$ cat src/rtl/d5m_sensor_pkg.sv
// Shared types and constants for the D5M sensor emulator: FSM states,
// pattern selection, pixel width and the colour-bar step.
package d5m_sensor_pkg;

    localparam int PIX_W       = 12;
    localparam int FRAME_CNT_W = 16;

    // Eight bars spread evenly over the 12-bit range: 7 * 12'h249 = 12'hFFF.
    localparam logic [PIX_W-1:0] BAR_STEP = 12'h249;

    typedef enum logic [2:0] {
        IDLE   = 3'd0,
        LEAD   = 3'd1,
        ACTIVE = 3'd2,
        HBLANK = 3'd3,
        TRAIL  = 3'd4,
        VBLANK = 3'd5
    } state_e;

    typedef enum logic [1:0] {
        PAT_BARS    = 2'd0,
        PAT_RAMP    = 2'd1,
        PAT_CHECKER = 2'd2,
        PAT_CONST   = 2'd3
    } pattern_e;

    function automatic int max_of4(input int a, input int b, input int c, input int d);
        int m;
        m = a;
        if (b > m) m = b;
        if (c > m) m = c;
        if (d > m) m = d;
        return m;
    endfunction

endpackage

$ cat src/rtl/d5m_pattern_gen.sv
// Combinational test-pattern source: maps (pattern, column, row, frame count,
// constant) to one 12-bit pixel.
module d5m_pattern_gen
    import d5m_sensor_pkg::*;
#(
    parameter int ACTIVE_COLS = 640,
    parameter int COL_W       = 10,
    parameter int ROW_W       = 9
) (
    input  logic [1:0]             pattern_i,
    input  logic [COL_W-1:0]       col_i,
    input  logic [ROW_W-1:0]       row_i,
    input  logic [FRAME_CNT_W-1:0] frame_count_i,
    input  logic [PIX_W-1:0]       const_i,
    output logic [PIX_W-1:0]       pixel_o
);

    localparam int BAR_WIDTH = ACTIVE_COLS / 8;

    logic [15:0]      col_x;
    logic [15:0]      row_x;
    logic [2:0]       bar_idx;
    logic [PIX_W-1:0] ramp_val;

    always_comb begin
        col_x    = 16'(col_i);
        row_x    = 16'(row_i);
        bar_idx  = 3'(col_x / 16'(BAR_WIDTH));
        // Ramp is taken modulo 4096 simply by keeping the low 12 bits.
        ramp_val = PIX_W'(col_x + row_x + frame_count_i);
        pixel_o  = '0;
        case (pattern_e'(pattern_i))
            PAT_BARS:    pixel_o = PIX_W'(bar_idx) * BAR_STEP;
            PAT_RAMP:    pixel_o = ramp_val;
            PAT_CHECKER: pixel_o = (col_x[3] ^ row_x[3]) ? 12'hFFF : 12'h000;
            PAT_CONST:   pixel_o = const_i;
            default:     pixel_o = '0;
        endcase
    end

endmodule

$ cat src/rtl/d5m_sensor_emulator.sv
// Terasic D5M camera emulator: produces FVAL/LVAL/D[11:0] frame timing with
// selectable test patterns, advancing only on pixel-enable ticks.
module d5m_sensor_emulator
    import d5m_sensor_pkg::*;
#(
    parameter int ACTIVE_COLS = 640,
    parameter int ACTIVE_ROWS = 480,
    parameter int H_BLANK     = 16,
    parameter int FV_LEAD     = 4,
    parameter int FV_TRAIL    = 4,
    parameter int V_BLANK     = 8
) (
    input  logic        piul1FpgaClock,
    input  logic        piul1FpgaReset,
    input  logic        piul1Enable,
    input  logic        piul1PixelEnable,
    input  logic [1:0]  piul2PatternSel,
    input  logic [11:0] piul12ConstValue,
    output logic        poul1FrameValid,
    output logic        poul1LineValid,
    output logic [11:0] poul12PixelData,
    output logic        poul1FrameDone,
    output logic [15:0] poul16FrameCount
);

    localparam int COL_W  = $clog2(ACTIVE_COLS);
    localparam int ROW_W  = (ACTIVE_ROWS > 1) ? $clog2(ACTIVE_ROWS) : 1;
    localparam int PH_MAX = max_of4(FV_LEAD, H_BLANK, FV_TRAIL, V_BLANK);
    localparam int PH_W   = (PH_MAX > 1) ? $clog2(PH_MAX) : 1;

    state_e                 state_q, state_d;
    logic [PH_W-1:0]        phase_q, phase_d;
    logic [COL_W-1:0]       col_q, col_d;
    logic [ROW_W-1:0]       row_q, row_d;
    pattern_e               pattern_q, pattern_d;
    logic                   fval_q, fval_d;
    logic                   lval_q, lval_d;
    logic [PIX_W-1:0]       data_q, data_d;
    logic                   frame_done_q, frame_done_d;
    logic [FRAME_CNT_W-1:0] frame_count_q, frame_count_d;
    logic [PIX_W-1:0]       pixel;
    logic                   frame_end;

    // phase_q counts ticks inside the blanking-type states; col_q/row_q
    // locate the current pixel. Everything below only moves on a tick.
    always_comb begin
        state_d   = state_q;
        phase_d   = phase_q;
        col_d     = col_q;
        row_d     = row_q;
        pattern_d = pattern_q;
        frame_end = 1'b0;

        if (piul1PixelEnable) begin
            case (state_q)
                IDLE: begin
                    if (piul1Enable) begin
                        state_d   = LEAD;
                        phase_d   = '0;
                        col_d     = '0;
                        row_d     = '0;
                        pattern_d = pattern_e'(piul2PatternSel);
                    end
                end
                LEAD: begin
                    if (phase_q == PH_W'(FV_LEAD - 1)) begin
                        state_d = ACTIVE;
                        phase_d = '0;
                        col_d   = '0;
                    end else begin
                        phase_d = phase_q + 1'b1;
                    end
                end
                ACTIVE: begin
                    if (col_q == COL_W'(ACTIVE_COLS - 1)) begin
                        col_d   = '0;
                        phase_d = '0;
                        state_d = (row_q == ROW_W'(ACTIVE_ROWS - 1)) ? TRAIL : HBLANK;
                    end else begin
                        col_d = col_q + 1'b1;
                    end
                end
                HBLANK: begin
                    if (phase_q == PH_W'(H_BLANK - 1)) begin
                        state_d = ACTIVE;
                        phase_d = '0;
                        row_d   = row_q + 1'b1;
                    end else begin
                        phase_d = phase_q + 1'b1;
                    end
                end
                TRAIL: begin
                    if (phase_q == PH_W'(FV_TRAIL - 1)) begin
                        state_d   = VBLANK;
                        phase_d   = '0;
                        frame_end = 1'b1;
                    end else begin
                        phase_d = phase_q + 1'b1;
                    end
                end
                VBLANK: begin
                    if (phase_q == PH_W'(V_BLANK - 1)) begin
                        phase_d = '0;
                        if (piul1Enable) begin
                            state_d   = LEAD;
                            row_d     = '0;
                            col_d     = '0;
                            pattern_d = pattern_e'(piul2PatternSel);
                        end else begin
                            state_d = IDLE;
                        end
                    end else begin
                        phase_d = phase_q + 1'b1;
                    end
                end
                default: begin
                    state_d = IDLE;
                    phase_d = '0;
                end
            endcase
        end

        // Outputs are decoded from the next state so they register on the
        // same edge as the transition that produces them.
        fval_d        = state_d inside {LEAD, ACTIVE, HBLANK, TRAIL};
        lval_d        = (state_d == ACTIVE);
        data_d        = lval_d ? pixel : '0;
        frame_count_d = frame_end ? frame_count_q + 16'd1 : frame_count_q;
        frame_done_d  = frame_end;
    end

    d5m_pattern_gen #(
        .ACTIVE_COLS (ACTIVE_COLS),
        .COL_W       (COL_W),
        .ROW_W       (ROW_W)
    ) u_pattern_gen (
        .pattern_i     (pattern_d),
        .col_i         (col_d),
        .row_i         (row_d),
        .frame_count_i (frame_count_q),
        .const_i       (piul12ConstValue),
        .pixel_o       (pixel)
    );

    always_ff @(posedge piul1FpgaClock) begin
        if (piul1FpgaReset) begin
            state_q       <= IDLE;
            phase_q       <= '0;
            col_q         <= '0;
            row_q         <= '0;
            pattern_q     <= PAT_BARS;
            fval_q        <= 1'b0;
            lval_q        <= 1'b0;
            data_q        <= '0;
            frame_count_q <= '0;
            frame_done_q  <= 1'b0;
        end else begin
            // The done pulse is cleared on every clock, tick or not.
            frame_done_q <= frame_done_d;
            if (piul1PixelEnable) begin
                state_q       <= state_d;
                phase_q       <= phase_d;
                col_q         <= col_d;
                row_q         <= row_d;
                pattern_q     <= pattern_d;
                fval_q        <= fval_d;
                lval_q        <= lval_d;
                data_q        <= data_d;
                frame_count_q <= frame_count_d;
            end
        end
    end

    assign poul1FrameValid  = fval_q;
    assign poul1LineValid   = lval_q;
    assign poul12PixelData  = data_q;
    assign poul1FrameDone   = frame_done_q;
    assign poul16FrameCount = frame_count_q;

endmodule

$ cat config.mk
export PLATFORM = sky130hd
export DESIGN_NAME = d5m_sensor_emulator
export DESIGN_NICKNAME = d
export VERILOG_FILES = /design/src/rtl/d5m_sensor_pkg.sv /design/src/rtl/d5m_pattern_gen.sv /design/src/rtl/d5m_sensor_emulator.sv
export SDC_FILE = /design/constraint.sdc
export NUM_CORES = 1
export LEC_CHECK = 0
export CORE_MARGIN = 2
export CORE_UTILIZATION = 57
export CTS_CLUSTER_SIZE = 30
export DETAILED_ROUTE_END_ITERATION = 8
export PLACE_DENSITY_LB_ADDON = 0.1
export SLEW_MARGIN = 15
export SYNTH_ARGS = -nofsm -noshare
export SYNTH_HDL_FRONTEND = slang
export SYNTH_SLANG_ARGS = --single-unit
$ cat constraint.sdc
create_clock -name piul1FpgaClock -period 7.1 [get_ports piul1FpgaClock]
set_input_delay 1.42 -clock piul1FpgaClock [delete_from_list [all_inputs] [get_ports piul1FpgaClock]]
set_output_delay 1.42 -clock piul1FpgaClock [all_outputs]
set_load 0.1 [all_outputs]
== After elaboration in Yosys (flattened, before gate mapping) ==
Index checks and enable logic that the tools add are counted.
W data, S select, Z words.
Operators by class
  add/subtract/negate cells: 6
  multipliers: 1
  divide/modulo/power cells: 1
  equality and inequality tests: 19
  muxes and demuxes: 37
  bitwise gates (word level): 1
  reduce and logical (&&, ||, !) cells: 6
Operators with widths (number)
  $mux W10: 5
  $pmux W12 S4: 1
  $pmux W10 S4: 1
  $mux W9: 4
  $pmux W9 S3: 1
  $mux W12: 2
  $mux W3: 8
  $mux W4: 5
  $pmux W4 S5: 1
  $pmux W3 S6: 1
  $add A16 B1 Y16 const B: 1
  $div A10 B7 Y16 const B: 1
  $add A12 B12 Y12: 1
  $eq A3 B2 Y1 const B: 4
  $mul A3 B10 Y12 const B: 1
  $add A10 B9 Y11: 1
  $add A10 B1 Y10 const B: 1
  $eq A10 B10 Y1 const B: 1
  $add A9 B1 Y9 const B: 1
  $eq A3 B3 Y1 const B: 3
  $eq A9 B9 Y1 const B: 1
  $eq A3 B1 Y1 const B: 2
  $mux W2: 3
  $add A4 B1 Y4 const B: 1
  other kinds (15): 20
Word-level totals
  register bits after elaboration: 59
  input bits: 18
  output and inout bits: 31
  logic and storage cells: 81

== Longest topological paths before layout ==
Gate-level depths: netlist of run 1.
  depth after elaboration: 8
  mapped depth: 26
  mapped depth without buffers: 25

== Cells and area by module ==
Synthesis of run 1 repeated with hierarchy kept, for this count alone.
Unflattened totals
  cell total of the unflattened synthesis: 526
  area, all modules: 4289.1 µm²
By module, submodules not included
  d5m_sensor_emulator: instances 1, cells an instance 387, area each 3200.6 µm², sequential area each 1181.1 µm²
  d5m_pattern_gen: instances 1, cells an instance 139, area each 1088.5 µm², sequential area each 0.0 µm²

== Worst setup path after synthesis of run 1 ==
OpenSTA, ideal clock, no wires.
  path type: input port to flip-flop
  from: input piul1Enable
  to: register data_q[11], in the netlist poul12PixelData[11]
  setup time: 119 ps
  arrival time: 5639 ps
  data required time: 6981 ps
  setup slack: 1343 ps
  stages: 25
  path buffers: 0
  cells stage by stage: or3b_1 > a21oi_1 > o21ai_1 > or2_1 > o21ai_1 > o21ai_1 > ha_1 > inv_1 > fa_1 > inv_1 > a21o_1 > a21oi_1 > o21bai_1 > a21o_1 > maj3_1 > a21o_1 > xor2_1 > ha_1 > nand3_1 > nand2_1 > a41o_1 > o41ai_1 > xnor2_1 > nand2_1 > a32o_1
Between the ends
  longest elaborated chain between the ends: 8
  elaborated cells between the ends (all ways): 30
  classes of those cells: add/sub: 2; mul: 1; div: 1; eq/ne: 4; mux: 20; bitwise: 1; reduce/logical: 1
Ends and longest elaborated chain
  start: declaration: RTL line d5m_sensor_emulator.sv:15  | input logic piul1Enable,
  $mux W9 (*): RTL line d5m_sensor_emulator.sv:57, d5m_sensor_emulator.sv:104
  $mux W9: RTL line d5m_sensor_emulator.sv:102  | if (phase_q == PH_W'(V_BLANK - 1)) begin
  $pmux W9 S3 (*): RTL line d5m_sensor_emulator.sv:55  | case (state_q)
  $mux W9 (*): RTL line d5m_sensor_emulator.sv:54  | if (piul1PixelEnable) begin
  net row_d[0]: RTL line d5m_sensor_emulator.sv:34  | logic [ROW_W-1:0] row_q, row_d;
  $add A10 B9 Y11 (*): RTL line d5m_pattern_gen.sv:30  | ramp_val = PIX_W'(col_x + row_x + frame_count_i);
  $add A12 B12 Y12 (*): RTL line d5m_pattern_gen.sv:30
  $pmux W12 S4 (*): RTL line d5m_pattern_gen.sv:32  | case (pattern_e'(pattern_i))
  $mux W12 (*): RTL line d5m_sensor_emulator.sv:127  | data_d = lval_d ? pixel : '0;
  end signal: assignment: RTL line d5m_sensor_emulator.sv:168  | data_q <= data_d;
  end: declaration: RTL line d5m_sensor_emulator.sv:38  | logic [PIX_W-1:0] data_q, data_d;
Mark *: on every way through the listed nets, which the timed path passes. The rest lies on a longest branch.
A chain may end at the register's enable or synchronous reset.

== Worst setup path in the final report of run 1 ==
Same ends and word-level chain as after synthesis.

==> impl_results.md, run 1 <==
- Netlist Area Pre-Place: 4220 µm²
- Vias/cell: 6.04
- Remaining Overflow, GRT: 0
- Worst ir drop on vdd: 124 µV
- Period Utilization, post-route: 89.6%
- Via count: 4136
- Clk root buf: clkbuf_8
- Cts bufs inserted: 9
- Clk_skew: 10.0 ps
- Share of cells above drive strength 1: 6.31%
- Mux contribution to synthesized area: 1.45%
- Vias in the first global route: 3896
- Worst Setup Start Kind: input port
- Maxcap violations: 0
- Number of core rows: 31
- Leak: 1.92 nW
- DPL Wire Length: 7660 µm
- Hold/Removal Path Class: register to register
- Die Span Y: 90.0 µm
- Switch share: 26.7%
- Final WL: 10600 µm
- HP Start: poul1LineValid$_SDFFE_PP0P_
- CTS tree: done
- Setup crit end kind: register
- Compound-Gate Fraction of Synth Area: 24.8%
- Worst skew pair latency: 350 ps
- Worst Hold End: poul1LineValid$_SDFFE_PP0P_
- Internal: 0.564 mW
- Largest family of logic cells by synthesized area: simple AND/OR/NAND/NOR gates
- Status: complete, no violations
- Final setup fails: 0
- Net count after synthesis: 586
- Pwr dens: 155 nW/µm²
- CP Data Arrival Time: 6610 ps
- Post-CTS setup buffers: 0
- Setup TNS: 0 ps
- Drc violations: 0
- Synth unique cells: 68
- CP max-delay cell: clkdlybuf4s50_1
- Initial core utilization: 58.4%
- # nets final: 624
- CP max stage delay: 560 ps
- Antenna violations before repair: 0
- Worst R2R Setup Slack: 1570 ps
- Worst path bufs/invs: 3
- Clock network fraction of total power: 45.4%
- Synth Instances: 543
- ANT cells: 0
- Reg-to-reg critical path endpoint: poul12PixelData[11]$_SDFFE_PP0P_
- Slew HR: 27.2%
- Layout area overhead: 17.6%
- YS warnings: 0
- Clk buf depth: 2
- Adder-Cell Fraction of Synth Area: 8.72%
- Minimum clock period: 6360 ps
- Comb pwr share: 10.6%
- All-layer global routing usage: 27.0%
- Core Footprint: 7210 µm²
- EDFF count, synth: 0
- Switching Power: 0.205 mW
- Clock slew at reported path FFs: 70 ps
- Worst slew pin tran: 1090 ps
- I/O pin total: 49
- First drt pass iteration count: 6
- Worst Path Max Fanout: 7
- Synth Register Bits: 59
- Port Buffers: 48
- Sequential Power Share: 44.0%
- FFs w/ async S/R, synth: 0%
- Final Slew Violations: 0
- Fill cells: 631
- Syn_area_per_cell: 7.77 µm²
- Final Hold Viols: 0
- Synth Area in XOR/XNOR: 6.85%
- Crit Path Category: input port to register
- Largest net degree at the start of global routing: 54
- Hold buffer count at cts: 0
- Post_cts resized: 0
- Reg2Reg Depth: 21
- Per-cell routed wire length: 15.5 µm
- Clock sink total: 59
- Die Wd: 90.0 µm
- Main synth FF type: dfxtp_1
- Sequential share of the synthesized area: 28.0%
- First-pass GRT wire length: 18200 µm
- Reg2reg start: state_q[1]$_SDFFE_PP0P_
- Hold Crit Depth: 2
- Critical Path RT: 7350 ps
- Design Power: 0.769 mW
- Final ANT Viol Nets: 0
- RSZ-0062 raised after global routing: false
- Synth Area in Simple Gates: 25.8%
- FMAX: 0.157 GHz
- H-tree Lvls: 3
- Die area: 8100 µm²
- GPL Wtd Cong: 0.885
- 1st-iter DRT viols: 305
- Delay-heaviest family, CP: compound AO/OA/AOI/OAI gates
[cell type report]
type	count	area, µm²	area share [%]
clock buffer	9	124	2.50
clock inverter	7	101	2.04
inverter	20	75.1	1.51
multi-input combinational	439	2850	57.4
sequential	59	1180	23.8
tap	99	124	2.50
timing repair buffer	52	505	10.2
[cell usage after synthesis (3+ instances only)]
library cell  number  area, µm²
nor3_1            11       55.1
inv_1             17       63.8
a21oi_1           40        200
or3_1             10       62.6
inv_2              3       11.3
o211ai_1           3       22.5
or2_2              4       25.0
o31a_1             3       26.3
nand4_1            7       43.8
clkbuf_1          19       71.3
a211oi_1           5       37.5
mux2i_1            5       50.1
and3_1             8       50.1
xnor2_1           19        166
nor4_1             3       18.8
o21ai_0           24        120
dfxtp_1           59       1180
nand3b_1           3       22.5
nor2_1            59        221
a22o_1             4       35.0
o41ai_1            3       26.3
o21ai_1           17       85.1
and4_1             4       35.0
a32o_1             5       50.1
a22oi_1           12       90.1
nor2b_1           22        138
o31ai_1            5       37.5
maj3_1             4       40.0
nand3_1           23        115
nand2_1           45        169
xor2_1            14        123
a21o_1             9       67.6
ha_1              23        288
o21bai_1           5       37.5
and2_1             3       18.8
[power groups by stage]
stage | clock, mW | combinational, mW | sequential (mW)
after CTS | 0.352 | 0.0812 | 0.338
after detailed placement | 0 | 0.0800 | 0.346
after global routing | 0.369 | 0.0895 | 0.339
after floorplan | 0 | 0.0535 | 0.348
final | 0.349 | 0.0816 | 0.339
after global placement | 0 | 0.0786 | 0.346
[flip-flops by register name, summed over array words and instances (netlist names)]
name,cells
poul16FrameCount,16
poul12PixelData,12
col_q,10
row_q,9
phase_q,4
state_q,3
pattern_q,2
poul1FrameDone,1
poul1FrameValid,1
poul1LineValid,1
[cells by family after synthesis]
group / Yosys count
compound gates: 155
flops: 59
xor+xnor: 33
simple gates: 216
buf+inv: 45
fa+ha+maj: 29
mux: 6
[placed cells by master (no fill, tap or decap), types with 4 or more instances in the layout]
cell type | synthesis | layout
buf_4 | 0 | 4
a22o_1 | 4 | 4
xnor2_1 | 19 | 19
o31ai_1 | 5 | 5
clkdlybuf4s50_1 | 0 | 47
nor3_1 | 11 | 11
or3_1 | 10 | 10
o21bai_1 | 5 | 5
nor2b_1 | 22 | 22
a32o_1 | 5 | 5
nand2_1 | 45 | 45
and3_1 | 8 | 8
a211oi_1 | 5 | 5
a21oi_1 | 40 | 40
and4_1 | 4 | 4
nor2_1 | 59 | 59
a22oi_1 | 12 | 12
nand4_1 | 7 | 7
inv_1 | 17 | 17
clkbuf_8 | 0 | 9
or2_2 | 4 | 4
o21ai_1 | 17 | 17
o21ai_0 | 24 | 24
ha_1 | 23 | 23
nand3_1 | 23 | 23
dfxtp_1 | 59 | 59
a21o_1 | 9 | 9
mux2i_1 | 5 | 5
maj3_1 | 4 | 4
xor2_1 | 14 | 14
[how the worst max path moves through the flow]
stage                     start                                to  slack, ps  depth (start not counted)
floorplan           piul1Enable  poul12PixelData[11]$_SDFFE_PP0P_       1340                         25
global placement    piul1Enable  poul12PixelData[11]$_SDFFE_PP0P_        550                         26
detailed placement  piul1Enable  poul12PixelData[11]$_SDFFE_PP0P_        420                         26
CTS                 piul1Enable  poul12PixelData[11]$_SDFFE_PP0P_        780                         26
global route        piul1Enable  poul12PixelData[11]$_SDFFE_PP0P_        340                         26
finish              piul1Enable  poul12PixelData[11]$_SDFFE_PP0P_        740                         26
[through the flow]
step	hold slack (ps)	instances	setup slack [ps]	cell area, µm²	util (%)
finish	474	685	742	4960	68.7
detailed placement	463	669	424	4730	65.6
global placement	452	669	554	4730	65.6
global route	505	685	337	4960	68.7
CTS	483	685	778	4960	68.7
floorplan	484	543	1340	4220	-
[worst register-to-register path, stage by stage, from the launching register on]
cell	delay, ps
dfxtp_1	780
nor4bb_1	760
nand2_1	280
nor2_1	160
o21ai_1	60
o21ai_1	150
ha_1	300
a21o_1	180
a21oi_1	210
o21bai_1	90
a21o_1	200
maj3_1	330
a21o_1	210
xor2_1	150
ha_1	350
nand3_1	120
nand2_1	70
a41o_1	220
o41ai_1	300
xnor2_1	160
nand2_1	70
a32o_1	280
[per-layer routing]
| metal | GRT usage, % | vias to the layer above | wire [µm] | part of all wire, % |
|---|---|---|---|---|
| li1 | - | 2056 | - | - |
| met1 | 35.2 | 1943 | 4750 | 45 |
| met2 | 45.3 | 118 | 5140 | 48 |
| met3 | 4.11 | 19 | 513 | 4.8 |
| met4 | 9.36 | 0 | 206 | 1.9 |
| met5 | 0 | - | 0 | 0 |
(Power assumes the default switching activity.)
==> run 2, diff against run 1 <==
CORE_MARGIN = 1   (was 2)
CORE_UTILIZATION = 45   (was 57)
==> run 2 against run 1 <==
Flip-flop and latch count unchanged; sequential share of layout area about the same; clock power fell by 12%; combinational power fell by 0.5%; hold slack lost 9.7 ps; fmax down 0.51%; total power shrank 5.5%; largest cell class unchanged; largest power group is now registers; highest routed layer unchanged.
==> impl_results.md, run 2 (synthesis results as in run 1) <==
- Switch share: 27.8%
- RSZ-0062 raised after global routing: false
- Post-route setup slack: 709 ps
- Per-cell routed wire length: 15.7 µm
- GPL Wtd Cong: 0.861
- Commonest non-fill, non-tap cells in the layout: nor2_1, dfxtp_1, clkdlybuf4s50_1, nand2_1, a21oi_1
- First-pass GRT wire length: 18700 µm
- Comb pwr share: 11.2%
- Maxcap violations: 0
- Status: complete, no violations
- Largest net degree at the start of global routing: 54
- Final Slew Violations: 0
- All-layer global routing usage: 23.9%
- Crit Path Category: input port to register
- Via count: 4072
- Die Span Y: 98.8 µm
- FMAX: 0.156 GHz
- H-tree Lvls: 3
- Setup TNS: 0 ps
- Post-route cell area: 4950 µm²
- Post-Place Worst Slack: 402 ps
- Leak: 1.92 nW
- Minimum clock period: 6390 ps
- Initial core utilization: 47.4%
- Hold/Removal Path Class: register to register
- Layout area overhead: 17.5%
- Clock sink total: 59
- Worst slew pin tran: 1060 ps
- Clk_skew: 12.0 ps
- Share of cells above drive strength 1: 6.63%
- Port Buffers: 48
- Period Utilization, post-route: 90.0%
- # nets final: 626
- First drt pass iteration count: 4
- Cts bufs inserted: 9
- Clk buf depth: 2
- Vias in the first global route: 3847
- Post-DP Area: 4760 µm²
- Internal: 0.525 mW
- Clk root buf: clkbuf_8
- DPL Wire Length: 7910 µm
- Switching Power: 0.202 mW
- Worst Setup Start Kind: input port
- Worst Path Max Fanout: 7
- Worst skew pair latency: 350 ps
- Placed cells: 680
- Clock slew at reported path FFs: 70 ps
- Max FFs per register: 16
- Post_cts resized: 0
- Core Footprint: 8890 µm²
- Final Hold Viols: 0
- I/O pin total: 49
- ANT cells: 0
- Clock network fraction of total power: 42.2%
- Sequential Power Share: 46.6%
- Final WL: 10900 µm
- Finished Layout Cells: 696
- Number of core rows: 34
- Final ANT Viol Nets: 0
- CTS tree: done
- Die area: 9760 µm²
- Fill cells: 838
- Post-CTS setup buffers: 0
- Antenna violations before repair: 0
- Hold buffer count at cts: 0
- Setup crit end kind: register
- Slew HR: 29.3%
- Design Power: 0.727 mW
- Drc violations: 0
- Vias/cell: 5.85
- Die Wd: 98.8 µm
- Final setup fails: 0
- Remaining Overflow, GRT: 0
- Pwr dens: 147 nW/µm²
- Worst ir drop on vdd: 120 µV
- 1st-iter DRT viols: 184
- Critical Path RT: 7340 ps
- CP Data Arrival Time: 6630 ps
==> run 2: cell count changes in the layout (fill, tap and decap cells not counted), sizes merged <==
cell	previous run	this run
bufinv	2	1
inv	21	20
clkinv	2	4
buf	5	7
==> run 2: area by class of cell <==
cell class | count | area, µm² | share of cell area (%)
clock inverter | 7 | 68.8 | 1.39
inverter | 20 | 75.1 | 1.52
clock buffer | 9 | 124 | 2.50
multi-input combinational | 439 | 2850 | 57.5
timing repair buffer | 54 | 520 | 10.5
tap | 108 | 135 | 2.73
sequential | 59 | 1180 | 23.8
==> run 2: power groups by stage <==
stage / combinational, mW / sequential [mW] / clock, mW
5_1_grt: 0.0906 / 0.339 / 0.328
3_3_place_gp: 0.0798 / 0.346 / 0
6_report: 0.0812 / 0.338 / 0.307
4_1_cts: 0.0811 / 0.338 / 0.317
3_5_place_dp: 0.0804 / 0.346 / 0
2_1_floorplan: 0.0535 / 0.348 / 0
==> run 2: stage by stage <==
step | hold WS (ps) | util (%)
2_1_floorplan | 484 | -
3_3_place_gp | 457 | 53.5
3_5_place_dp | 455 | 53.5
4_1_cts | 466 | 55.7
5_1_grt | 495 | 55.7
6_report | 464 | 55.7
==> run 2: final timing paths <==
path              cells past startpoint                        start  slack [ps]                               end
hold / removal                        2  poul1LineValid$_SDFFE_PP0P_         460       poul1LineValid$_SDFFE_PP0P_
hold reg to reg                       2  poul1LineValid$_SDFFE_PP0P_         460       poul1LineValid$_SDFFE_PP0P_
setup / recovery                     26                  piul1Enable         710  poul12PixelData[11]$_SDFFE_PP0P_
setup reg to reg                     23      phase_q[0]$_SDFFE_PP0P_        1540  poul12PixelData[11]$_SDFFE_PP0P_
==> run 2: worst max-delay path, stage by stage <==
cell	delay (ps)
clkdlybuf4s50_1	550
or3b_1	370
a21oi_1	150
o21ai_1	200
or2_1	300
o21ai_1	130
o21ai_1	90
ha_1	200
inv_1	70
fa_1	210
inv_1	50
a21o_1	140
a21oi_1	210
o21bai_1	80
a21o_1	200
maj3_1	320
a21o_1	200
xor2_1	200
ha_1	330
nand3_1	120
nand2_1	60
a41o_1	210
o41ai_1	300
xnor2_1	160
nand2_1	70
a32o_1	280
==> run 2: layer usage <==
layer	GRT usage (%)	share of wire, %	vias up
li1	-	-	2056
met1	30.6	46	1900
met2	40.8	48	104
met3	4.68	4.7	12
met4	6.31	1.6	0
met5	0	0	-
==> run 3, diff against run 2 <==
CORE_ASPECT_RATIO = 1.2   (was not set)
==> run 3 against run 2 <==
First-iteration DRC count rose by 12%; total power shrank 2.5%; critical path depth unchanged; hold slack improved by 7.4 ps; critical path type unchanged; critical endpoint unchanged; largest power group unchanged; highest routed layer unchanged.
==> impl_results.md, run 3 (synthesis results as in run 1) <==
- Status: complete, no violations
- I/O pin total: 49
- Worst skew pair latency: 360 ps
- 1st-iter DRT viols: 206
- CTS tree: done
- Share of cells above drive strength 1: 6.62%
- Maxcap violations: 0
- DPL Wire Length: 7940 µm
- ANT cells: 0
- Final Hold Viols: 0
- Per-cell routed wire length: 15.7 µm
- Worst path bufs/invs: 3
- RSZ-0062 raised after global routing: false
- Setup crit end kind: register
- CP max stage delay: 550 ps
- Layout area overhead: 17.7%
- Leak: 1.92 nW
- Delay-heaviest family, CP: compound AO/OA/AOI/OAI gates
- Period Utilization, post-route: 89.8%
- Clk buf depth: 2
- Design Power: 0.709 mW
- Vias in the first global route: 3759
- CP max-delay cell: clkdlybuf4s50_1
- Max FFs per register: 16
- Post_cts resized: 0
- FMAX: 0.157 GHz
- Core Footprint: 9080 µm²
- Drc violations: 0
- Commonest non-fill, non-tap cells in the layout: nor2_1, dfxtp_1, clkdlybuf4s50_1, nand2_1, a21oi_1
- M3 GR Usage: 3.66%
- H-tree Lvls: 3
- Die Span Y: 108 µm
- Clk root buf: clkbuf_8
- Global Route met1 Usage: 28.1%
- Antenna violations before repair: 0
- M2 GR Usage: 41.1%
- Grt peak-use layer: met2
- First-pass GRT wire length: 18000 µm
- Via count: 4084
- Critical Path RT: 7360 ps
- Post-CTS setup buffers: 0
- Worst Path Max Fanout: 7
- Minimum clock period: 6380 ps
- Largest net degree at the start of global routing: 54
- Hold/Removal Path Class: register to register
- Cts bufs inserted: 9
- Final WL: 11100 µm
- Pwr dens: 143 nW/µm²
- Min Hold Slack: 472 ps
- Setup TNS: 0 ps
- Final ANT Viol Nets: 0
- Worst Setup Start Kind: input port
- Crit Path Category: input port to register
- All-layer global routing usage: 23.5%
- Clock sink total: 59
- Vias/cell: 5.76
- Clock slew at reported path FFs: 70 ps
- # nets final: 627
- CP Data Arrival Time: 6630 ps
- Remaining Overflow, GRT: 0
- Hold buffer count at cts: 0
- Worst slew pin tran: 1000 ps
- Die area: 9760 µm²
- First drt pass iteration count: 4
- Clk_skew: 9.52 ps
- Final Slew Violations: 0
- Final setup fails: 0
- GPL Wtd Cong: 0.878
- Fill cells: 913
- Initial core utilization: 46.4%
- Port Buffers: 48
- Number of core rows: 38
- Die Wd: 90.4 µm
- Worst ir drop on vdd: 98.7 µV
- Slew HR: 32.9%
-- run 3: changes by cell type in the layout (fill, tap and decap cells not counted) --
cell	delta
buf_4	+1
clkbuf_8	+2
clkinv_2	-1
bufinv_16	-1
clkbuf_1	+1
clkinv_4	-1
-- run 3: path summary, 6_finish.rpt --
check             depth (start not counted)                       startpoint                          endpoint  slack [ps]
hold reg to reg                           1  poul12PixelData[6]$_SDFFE_PP0P_   poul12PixelData[6]$_SDFFE_PP0P_         470
hold / removal                            1  poul12PixelData[6]$_SDFFE_PP0P_   poul12PixelData[6]$_SDFFE_PP0P_         470
setup / recovery                         26                      piul1Enable  poul12PixelData[11]$_SDFFE_PP0P_         720
setup reg to reg                         26          phase_q[0]$_SDFFE_PP0P_  poul12PixelData[11]$_SDFFE_PP0P_        1470
-- run 3: power by group --
part           internal, mW  switching, mW
Combinational        0.0315         0.0505
Sequential            0.334        0.00504
Clock                 0.144          0.144
-- run 3: cell type report --
type	instances	area (µm²)	area share, %
Clock buffer	12	155	3.13
Clock inverter	4	25.0	0.504
Inverter	20	75.1	1.51
Multi-Input combinational cell	439	2850	57.4
Sequential cell	59	1180	23.8
Tap cell	120	150	3.02
Timing Repair Buffer	55	528	10.6
-- run 3: per-stage QoR --
step           setup slack (ps)  cells  util [%]  area, µm²
4_1_cts                     747    709      54.7       4960
2_1_floorplan              1340    543         -       4220
3_3_place_gp                544    693      52.7       4780
3_5_place_dp                387    693      52.7       4780
6_report                    723    709      54.7       4960
5_1_grt                     259    709      54.7       4960
-- run 3: metal layers --
metal  share of wire (%)  up-vias  wire length [µm]
li1                    -     2043                 -
met1                  45     1945              5050
met2                  49       74              5410
met3                 3.0       22               331
met4                 2.9        0               325
met5                   0        -                 0
